[config.mk]
export PLATFORM = sky130hd
export DESIGN_NAME = mem_arbiter
export DESIGN_NICKNAME = d
export VERILOG_FILES = /design/src/rtl/arm_mem_pkg.sv /design/src/rtl/wait_counter.sv /design/src/rtl/mem_arbiter.sv
export SDC_FILE = /design/constraint.sdc
export NUM_CORES = 1
export LEC_CHECK = 0
export CAP_MARGIN = 20
export CORE_MARGIN = 1
export CORE_UTILIZATION = 37
export CTS_CLUSTER_SIZE = 8
export DETAILED_ROUTE_END_ITERATION = 6
export PLACE_DENSITY = 0.76
export SYNTH_ARGS = -nofsm -noshare
export SYNTH_HDL_FRONTEND = slang
export SYNTH_SLANG_ARGS = --single-unit
[constraint.sdc]
create_clock -name clk -period 1.4 [get_ports clk]
set_input_delay 0.28 -clock clk [delete_from_list [all_inputs] [get_ports clk]]
set_output_delay 0.28 -clock clk [all_outputs]
set_load 0.02 [all_outputs]
[src/rtl/arm_mem_pkg.sv]
`default_nettype none
// ============================================================================
// Module   : arm_mem_pkg
// Brief    : Shared types and constants for the instruction/data SRAM arbiter.
// Revision : 1.0 - initial release
// ============================================================================
package arm_mem_pkg;

    localparam int unsigned C_WAIT_CYCLES_DEFAULT = 4;
    localparam int unsigned C_CNT_W               = 4;

    typedef enum logic [1:0] {
        IDLE   = 2'd0,
        ACCESS = 2'd1,
        RESP   = 2'd2
    } state_t;

    typedef enum logic {
        OWN_IF  = 1'b0,
        OWN_MEM = 1'b1
    } owner_t;

endpackage
`default_nettype wire

[src/rtl/wait_counter.sv]
`default_nettype none
// ============================================================================
// Module   : wait_counter
// Brief    : Up-counter with synchronous load-to-zero and terminal-count flag.
// Revision : 1.0 - initial release
// ============================================================================
module wait_counter #(
    parameter int unsigned WIDTH    = 4,
    parameter int unsigned TERMINAL = 3
) (
    input  logic clk,
    input  logic rst,
    input  logic load,
    input  logic enable,
    output logic tc
);

    localparam logic [WIDTH-1:0] C_TERMINAL = WIDTH'(TERMINAL);

    logic [WIDTH-1:0] r_count;

    always_ff @(posedge clk) begin
        if (rst || load) begin
            r_count <= '0;
        end else if (enable) begin
            r_count <= r_count + WIDTH'(1);
        end
    end

    assign tc = (r_count == C_TERMINAL);

endmodule
`default_nettype wire

[src/rtl/mem_arbiter.sv]
`default_nettype none
// ============================================================================
// Module   : mem_arbiter
// Brief    : Arbitrates fetch and data-stage requests onto one multi-cycle SRAM
//            port; data requests have fixed priority.
// Revision : 1.0 - initial release
// ============================================================================
module mem_arbiter
    import arm_mem_pkg::*;
#(
    parameter int unsigned WAIT_CYCLES = C_WAIT_CYCLES_DEFAULT
) (
    input  logic        clk,
    input  logic        rst,
    input  logic        if_req,
    input  logic [31:0] if_addr,
    output logic [31:0] if_rdata,
    output logic        if_ready,
    input  logic        mem_r_en,
    input  logic        mem_w_en,
    input  logic [31:0] mem_addr,
    input  logic [31:0] mem_wdata,
    output logic [31:0] mem_rdata,
    output logic        mem_ready,
    output logic        freeze,
    output logic        sram_en,
    output logic        sram_we,
    output logic [29:0] sram_addr,
    output logic [31:0] sram_wdata,
    input  logic [31:0] sram_rdata
);

    state_t r_state;
    owner_t r_owner;
    logic   w_mem_req;
    logic   w_last_cycle;
    logic   w_unused_addr_bits;

    assign w_mem_req          = mem_r_en | mem_w_en;
    assign w_unused_addr_bits = ^{if_addr[1:0], mem_addr[1:0]};

    assign freeze = (if_req & ~if_ready) | (w_mem_req & ~mem_ready);

    wait_counter #(
        .WIDTH    (C_CNT_W),
        .TERMINAL (WAIT_CYCLES - 1)
    ) u_wait_counter (
        .clk    (clk),
        .rst    (rst),
        .load   (r_state == IDLE),
        .enable (r_state == ACCESS),
        .tc     (w_last_cycle)
    );

    // The SRAM address/wdata/we registers double as the latched request, so
    // input changes after the IDLE cycle cannot reach the SRAM bus.
    always_ff @(posedge clk) begin
        if (rst) begin
            r_state    <= IDLE;
            r_owner    <= OWN_IF;
            if_rdata   <= '0;
            mem_rdata  <= '0;
            if_ready   <= 1'b0;
            mem_ready  <= 1'b0;
            sram_en    <= 1'b0;
            sram_we    <= 1'b0;
            sram_addr  <= '0;
            sram_wdata <= '0;
        end else begin
            case (r_state)
                IDLE: begin
                    if (w_mem_req) begin
                        r_owner    <= OWN_MEM;
                        sram_en    <= 1'b1;
                        sram_we    <= mem_w_en;
                        sram_addr  <= mem_addr[31:2];
                        sram_wdata <= mem_wdata;
                        r_state    <= ACCESS;
                    end else if (if_req) begin
                        r_owner    <= OWN_IF;
                        sram_en    <= 1'b1;
                        sram_we    <= 1'b0;
                        sram_addr  <= if_addr[31:2];
                        r_state    <= ACCESS;
                    end
                end
                ACCESS: begin
                    if (w_last_cycle) begin
                        sram_en <= 1'b0;
                        sram_we <= 1'b0;
                        if (r_owner == OWN_MEM) begin
                            mem_ready <= 1'b1;
                            if (!sram_we) begin
                                mem_rdata <= sram_rdata;
                            end
                        end else begin
                            if_ready <= 1'b1;
                            if_rdata <= sram_rdata;
                        end
                        r_state <= RESP;
                    end
                end
                RESP: begin
                    if_ready  <= 1'b0;
                    mem_ready <= 1'b0;
                    r_state   <= IDLE;
                end
                default: begin
                    r_state <= IDLE;
                end
            endcase
        end
    end

endmodule
`default_nettype wire

# ---- Word level (Yosys, flattened, before mapping)
# Cells that the tools add are included.
dict set report totals {
  register_bits 137
  latchBits 0
  mem_bits_rw 0
  romBits 0
  in_bits 133
  mem_count 0
}
dict set report classes {
  add_sub_neg 1
  n_mul 0
  n_div 0
  order_cmp 0
  eq_ne 7
  n_shift 0
  muxes 20
  bitwise_logic 8
  n_reduce_logical 13
}
# op count
set op_table {}
lappend op_table {{30-bit two-way mux} 2}
lappend op_table {{3-bit AND reduction} 4}
lappend op_table {{1-bit two-way mux} 10}
lappend op_table {{1-bit case mux with 2 select lines} 4}
lappend op_table {{2-bit two-way mux} 3}
lappend op_table {{2-bit inequality test, second input constant} 3}
lappend op_table {{2-bit AND reduction} 3}
lappend op_table {{2-bit nonzero test} 3}
lappend op_table {{4-bit by 1-bit adder with 4-bit output, second input constant} 1}
lappend op_table {{4-bit by 2-bit == test with 1-bit output, second input constant} 1}
lappend op_table {{1-bit inverter} 4}
lappend op_table {{2-bit case mux with 2 select lines} 1}
lappend op_table {{4-bit AND reduction} 1}
lappend op_table {{3-bit inequality test, second input constant} 1}
lappend op_table {{1-bit AND} 2}
lappend op_table {{2-bit by 1-bit == test with 1-bit output, second input constant} 1}
lappend op_table {{2-bit == test, second input constant} 1}
lappend op_table {{2-bit zero test} 1}
lappend op_table {{1-bit OR} 2}
lappend op_table {{1-bit logical OR} 1}

# ---- Longest topological paths before layout
dict set report depth {
  depth_word 3
  mapped_depth 7
}

# ---- Modules after synthesis
# Synthesis repeated with hierarchy kept, for this count alone.
dict set report unflattened {
  hier_cells 650
  area_unflattened_um2 5701.7
}
# module instances cells_each area_each_um2 seq_area_each_um2
set by_module_without_submodules {}
lappend by_module_without_submodules {mem_arbiter 1 632 5516.5 2662.6}
lappend by_module_without_submodules {wait_counter 1 18 185.2 80.1}

# ---- Worst setup path after synthesis
# OpenSTA, ideal clock, no wires.
dict set report synth_timing {
  kind {reg-to-reg}
  start {register u_wait_counter.r_count[0]}
  end {register mem_ready}
  setup_ns 0.072
  arrival_ns 1.405
  slack_ns -0.077
  stages_incl_launch_ff 5
  path_cell_list {dfxtp_1 -> ha_1 -> or3b_4 -> a211oi_1 -> mux2i_1}
}
dict set report synth_between {
  elab_chain_cells 3
}
# item line
set synth_lines {}
lappend synth_lines {{from (decl)} wait_counter.sv:20} ;# logic [WIDTH-1:0] r_count;
lappend synth_lines {{from (signal assigned)} wait_counter.sv:26} ;# r_count <= r_count + WIDTH'(1);
lappend synth_lines {{4-bit by 2-bit == test with 1-bit output} wait_counter.sv:30} ;# assign tc = (r_count == C_TERMINAL);
lappend synth_lines {{2-bit inequality test (no line)} -}
lappend synth_lines {{3-bit AND reduction (no line)} -}
lappend synth_lines {{to (signal assigned)} mem_arbiter.sv:64} ;# mem_ready <= 1'b0;
lappend synth_lines {{to (signal assigned)} mem_arbiter.sv:92} ;# mem_ready <= 1'b1;
lappend synth_lines {{to (signal assigned)} mem_arbiter.sv:105} ;# mem_ready <= 1'b0;
lappend synth_lines {{to (decl)} mem_arbiter.sv:24} ;# output logic mem_ready,
# No other way between the ends.
# A chain may end at the register's enable or synchronous reset.

# ---- Final worst setup path
dict set report layout_timing {
  start {register r_state[1]}
  end {register if_rdata[4]}
}
dict set report layout_between {
  elab_chain_cells 2
}
# item line
set layout_lines {}
lappend layout_lines {{from (decl)} mem_arbiter.sv:33} ;# state_t r_state;
lappend layout_lines {{from (signal assigned)} mem_arbiter.sv:59} ;# r_state <= IDLE;
lappend layout_lines {{from (signal assigned)} mem_arbiter.sv:78} ;# r_state <= ACCESS;
lappend layout_lines {{from (signal assigned)} mem_arbiter.sv:84} ;# r_state <= ACCESS;
lappend layout_lines {{2-bit by 1-bit == test with 1-bit output} mem_arbiter.sv:70} ;# case (r_state)
lappend layout_lines {{3-bit AND reduction (no line)} -}
lappend layout_lines {{to (signal assigned)} mem_arbiter.sv:98} ;# if_rdata <= sram_rdata;
lappend layout_lines {{to (decl)} mem_arbiter.sv:17} ;# output logic [31:0] if_rdata,
# No other way between the ends.

==> flow_metrics.py <==
metrics = {
    "run_status": {
        "run_status": "complete, but fails checks",
        "violations": "negative setup slack",
    },
    "power_and_ir_drop": {
        "swShare": 0.3500,
        "p_per_area_mw_per_mm2": 1523,
        "seqPwrFrac": 0.309,
        "combPwrFrac": 0.389,
        "max-vdd-ir-drop_mv": 1.008,
        "internal_power_mw": 10.08,
        "switchingPower_mw": 5.429,
        "clkPwrFrac": 0.302,
        "p_leak_nw": 3.880,
    },
    "die": {
        "die_y_um": 125.9,
        "core_area_mm2": 0.01475,
        "ios": 264,
        "start_util": 0.3853,
        "die_area_mm2": 0.01586,
        "fp.dieW_um": 125.9,
        "rows": 44,
    },
    "cells_and_area": {
        "area_delta_synth_final_pct": 79.15,
        "fin_nets": 1085,
        "drive_above_1_share": 0.3073,
        "final_cells": 1145,
    },
    "sta": {
        "rsz0062_at_grt": "yes",
        "holdWs_ns": 0.2919,
        "hold_viol": 0,
        "finalSetupViolCount": 131,
        "setup_ws_ns": -0.1124,
        "fin_worst_skew_ns": 0.007342,
        "worst_pin_slew_ns": 0.4943,
        "drv_slew": 0,
        "finalCriticalPeriod_ns": 1.512,
        "setup_tns_ns": -6.911,
        "period_share": 1.080,
        "slew_headroom": 0.6705,
        "fmax_mhz": 661.2,
    },
    "critical_path": {
        "cp-startpoint": "r_state[1]",
        "rr_endpoint": "if_rdata[4]",
        "cp.required_ns": 1.70,
        "cp.arrival_ns": 1.81,
        "start_kind": "register",
        "reg2reg_depth": 8,
        "worst-path-max-fanout": 7,
        "cp-end-kind": "register",
        "reg2reg_from": "r_state[1]",
        "r2r_setup_slack_ns": -0.11,
        "path_class": "register to register",
    },
    "routing": {
        "wl_um": 20610,
        "drt_pass1_iterations": 5,
        "ant_nets": 0,
        "wl_per_cell_um": 18.00,
        "viasPerCell": 5.379,
        "vias": 6159,
        "first_iter_violations": 317,
        "drc": 0,
    },
    "grt": {
        "grt_pass1_wl_um": 31570,
        "grt_antenna_before_repair": 1,
        "grt_max_degree": 54,
        "first_global_vias": 6044,
        "grt_overflow": 0,
        "grt_util_all_layers": 0.2514,
    },
    "synth": {
        "ys_warn_count": 0,
        "synth_edf_count": 0,
        "syn_inst": 669,
        "netlist_top_cells_count": "dfxtp_1, a21oi_1, nand2_1, o21ai_0, nand3_1",
        "synth_area_mm2": 0.005684,
        "ys_seq_area_frac": 0.4825,
        "yosys.area.top_type": "dfxtp_1",
        "synth_nets": 807,
        "ys_ff_latch": 137,
        "ys_types": 39,
        "post-synth-top-count-cell": "dfxtp_1",
        "synthArstFlopShare": 0,
        "syn_avg_cell_area_um2": 8.497,
        "yosysTopAreaCellShare": 0.4825,
        "synthTopCellsByArea": "dfxtp_1, a21oi_1, o21ai_0, a311oi_2, nand2_1",
        "synth_ff_type": "dfxtp_1",
    },
    "clocking": {
        "root_buffer": "clkbuf_16",
        "cts_tree": "built",
        "clock_sinks": 137,
        "clk_pin_slew_worst_paths_ns": 0.06,
        "h-tree-depth": 4,
        "clk_latency_ns": 0.41,
        "cts_inserted_buffers": 17,
        "hold_buffers": 0,
        "clockBufferDepth": 2,
    },
    "placement": {
        "io_buffers": 259,
        "gp_congestion": 0.7324,
        "dpl.hpwl_um": 11750,
        "dp.cells": 1078,
    },
    "hold_path": {
        "hold_path.class": "primary input to register",
        "hold_end": "sram_addr[0]",
        "whs_path_depth": 2,
        "hold_start": "rst",
    },
    "job": {
        "maxCapViolCount": 0,
    },
}
-- cell type report --
cell class / instances / area [µm²]
Fill cell: 1136 / 4571
Timing Repair Buffer: 328 / 3412
Multi-Input combinational cell: 457 / 3152
Sequential cell: 137 / 2748
Clock buffer: 21 / 470.5
Tap cell: 184 / 230.2
Clock inverter: 11 / 143.9
Inverter: 6 / 25.02
Antenna cell: 1 / 2.502
-- state kept, by name, indices dropped and copies added, names as in the netlist --
| register | flops |
|---|---|
| if_rdata | 32 |
| sram_addr | 30 |
| r_owner | 1 |
| if_ready | 1 |
| sram_en | 1 |
| mem_ready | 1 |
| r_state | 2 |
| sram_wdata | 32 |
| u_wait_counter.r_count | 4 |
| mem_rdata | 32 |
| sram_we | 1 |
-- routing by layer --
layer  vias up  routed length (µm)  global-route usage
met5         -                   0                   0
met4         0                 388             0.09213
met3        30                1630             0.08326
met2       273               10290              0.4345
met1      2932                8302              0.2884
li1       2924                   -                   -
-- power groups by stage --
stage / clock (mW) / combinational [mW] / sequential, mW
2_1_floorplan: 0 / 2.39 / 5.45
6_report: 4.69 / 6.03 / 4.79
3_5_place_dp: 0 / 5.23 / 4.84
5_1_grt: 4.93 / 6.44 / 4.85
3_3_place_gp: 0 / 5.18 / 4.83
4_1_cts: 4.72 / 5.48 / 4.76
-- timing repair --
action / 4_1_cts / 5_1_grt
endpoints found under the setup margin: 232 / 208
buffers inserted: 18 / 3
gates cloned: 14 / 5
gates resized for setup: 294 / 214
pin swaps: 53 / 67
-- layout by cell type, fill, tap and decap left out, types with 21 or more instances in the layout --
master,instances
a21oi_1,82
nand2_1,95
nor2_1,30
o21ai_0,29
o21ai_2,49
buf_4,24
clkdlybuf4s50_1,124
dfxtp_1,133
nand3_1,49
dlygate4sd2_1,36
clkbuf_16,21
clkbuf_2,43
a311oi_2,30
clkdlybuf4s15_1,48
-- worst max-delay path: stages (launching register included) --
cell and delay (ns):
dfxtp_2 0.34, inv_4 0.07, ha_4 0.14, buf_6 0.10
nand4bb_4 0.18, buf_12 0.20, buf_16 0.15, o21ai_2 0.14
a21oi_1 0.09
-- logic make-up (layout without fill, tap and decap cells) --
family,count (synthesis),count (layout),synth area share
compound gates,233,233,0.2637
simple gates,211,211,0.1662
xor+xnor,3,3,0.004623
flops,137,137,0.4825
mux,5,5,0.008805
other cells,0,1,0
fa+ha+maj,5,5,0.01101
buf+inv,75,366,0.06317
-- through the flow --
stage               instance area (µm²)  power [mW]  setup slack (ns)  utilization
floorplan                          5710       7.837          -0.03392            -
global placement                   8608       10.01           -0.5494       0.5834
detailed placement                 8608       10.06           -0.5483       0.5834
CTS                                9966       14.96          -0.08491       0.6755
global route                      10180       16.21           -0.1784       0.6902
finish                            10180       15.51           -0.1124       0.6902
-- worst max-delay path by stage --
stage               slack (ns)             to  cells past startpoint
global route             -0.18   mem_rdata[8]                      8
detailed placement       -0.55         freeze                      4
CTS                      -0.08  mem_rdata[29]                      8
finish                   -0.11    if_rdata[4]                      8
floorplan                -0.03      mem_ready                      4
global placement         -0.55         freeze                      4
(Power assumes the default switching activity.)
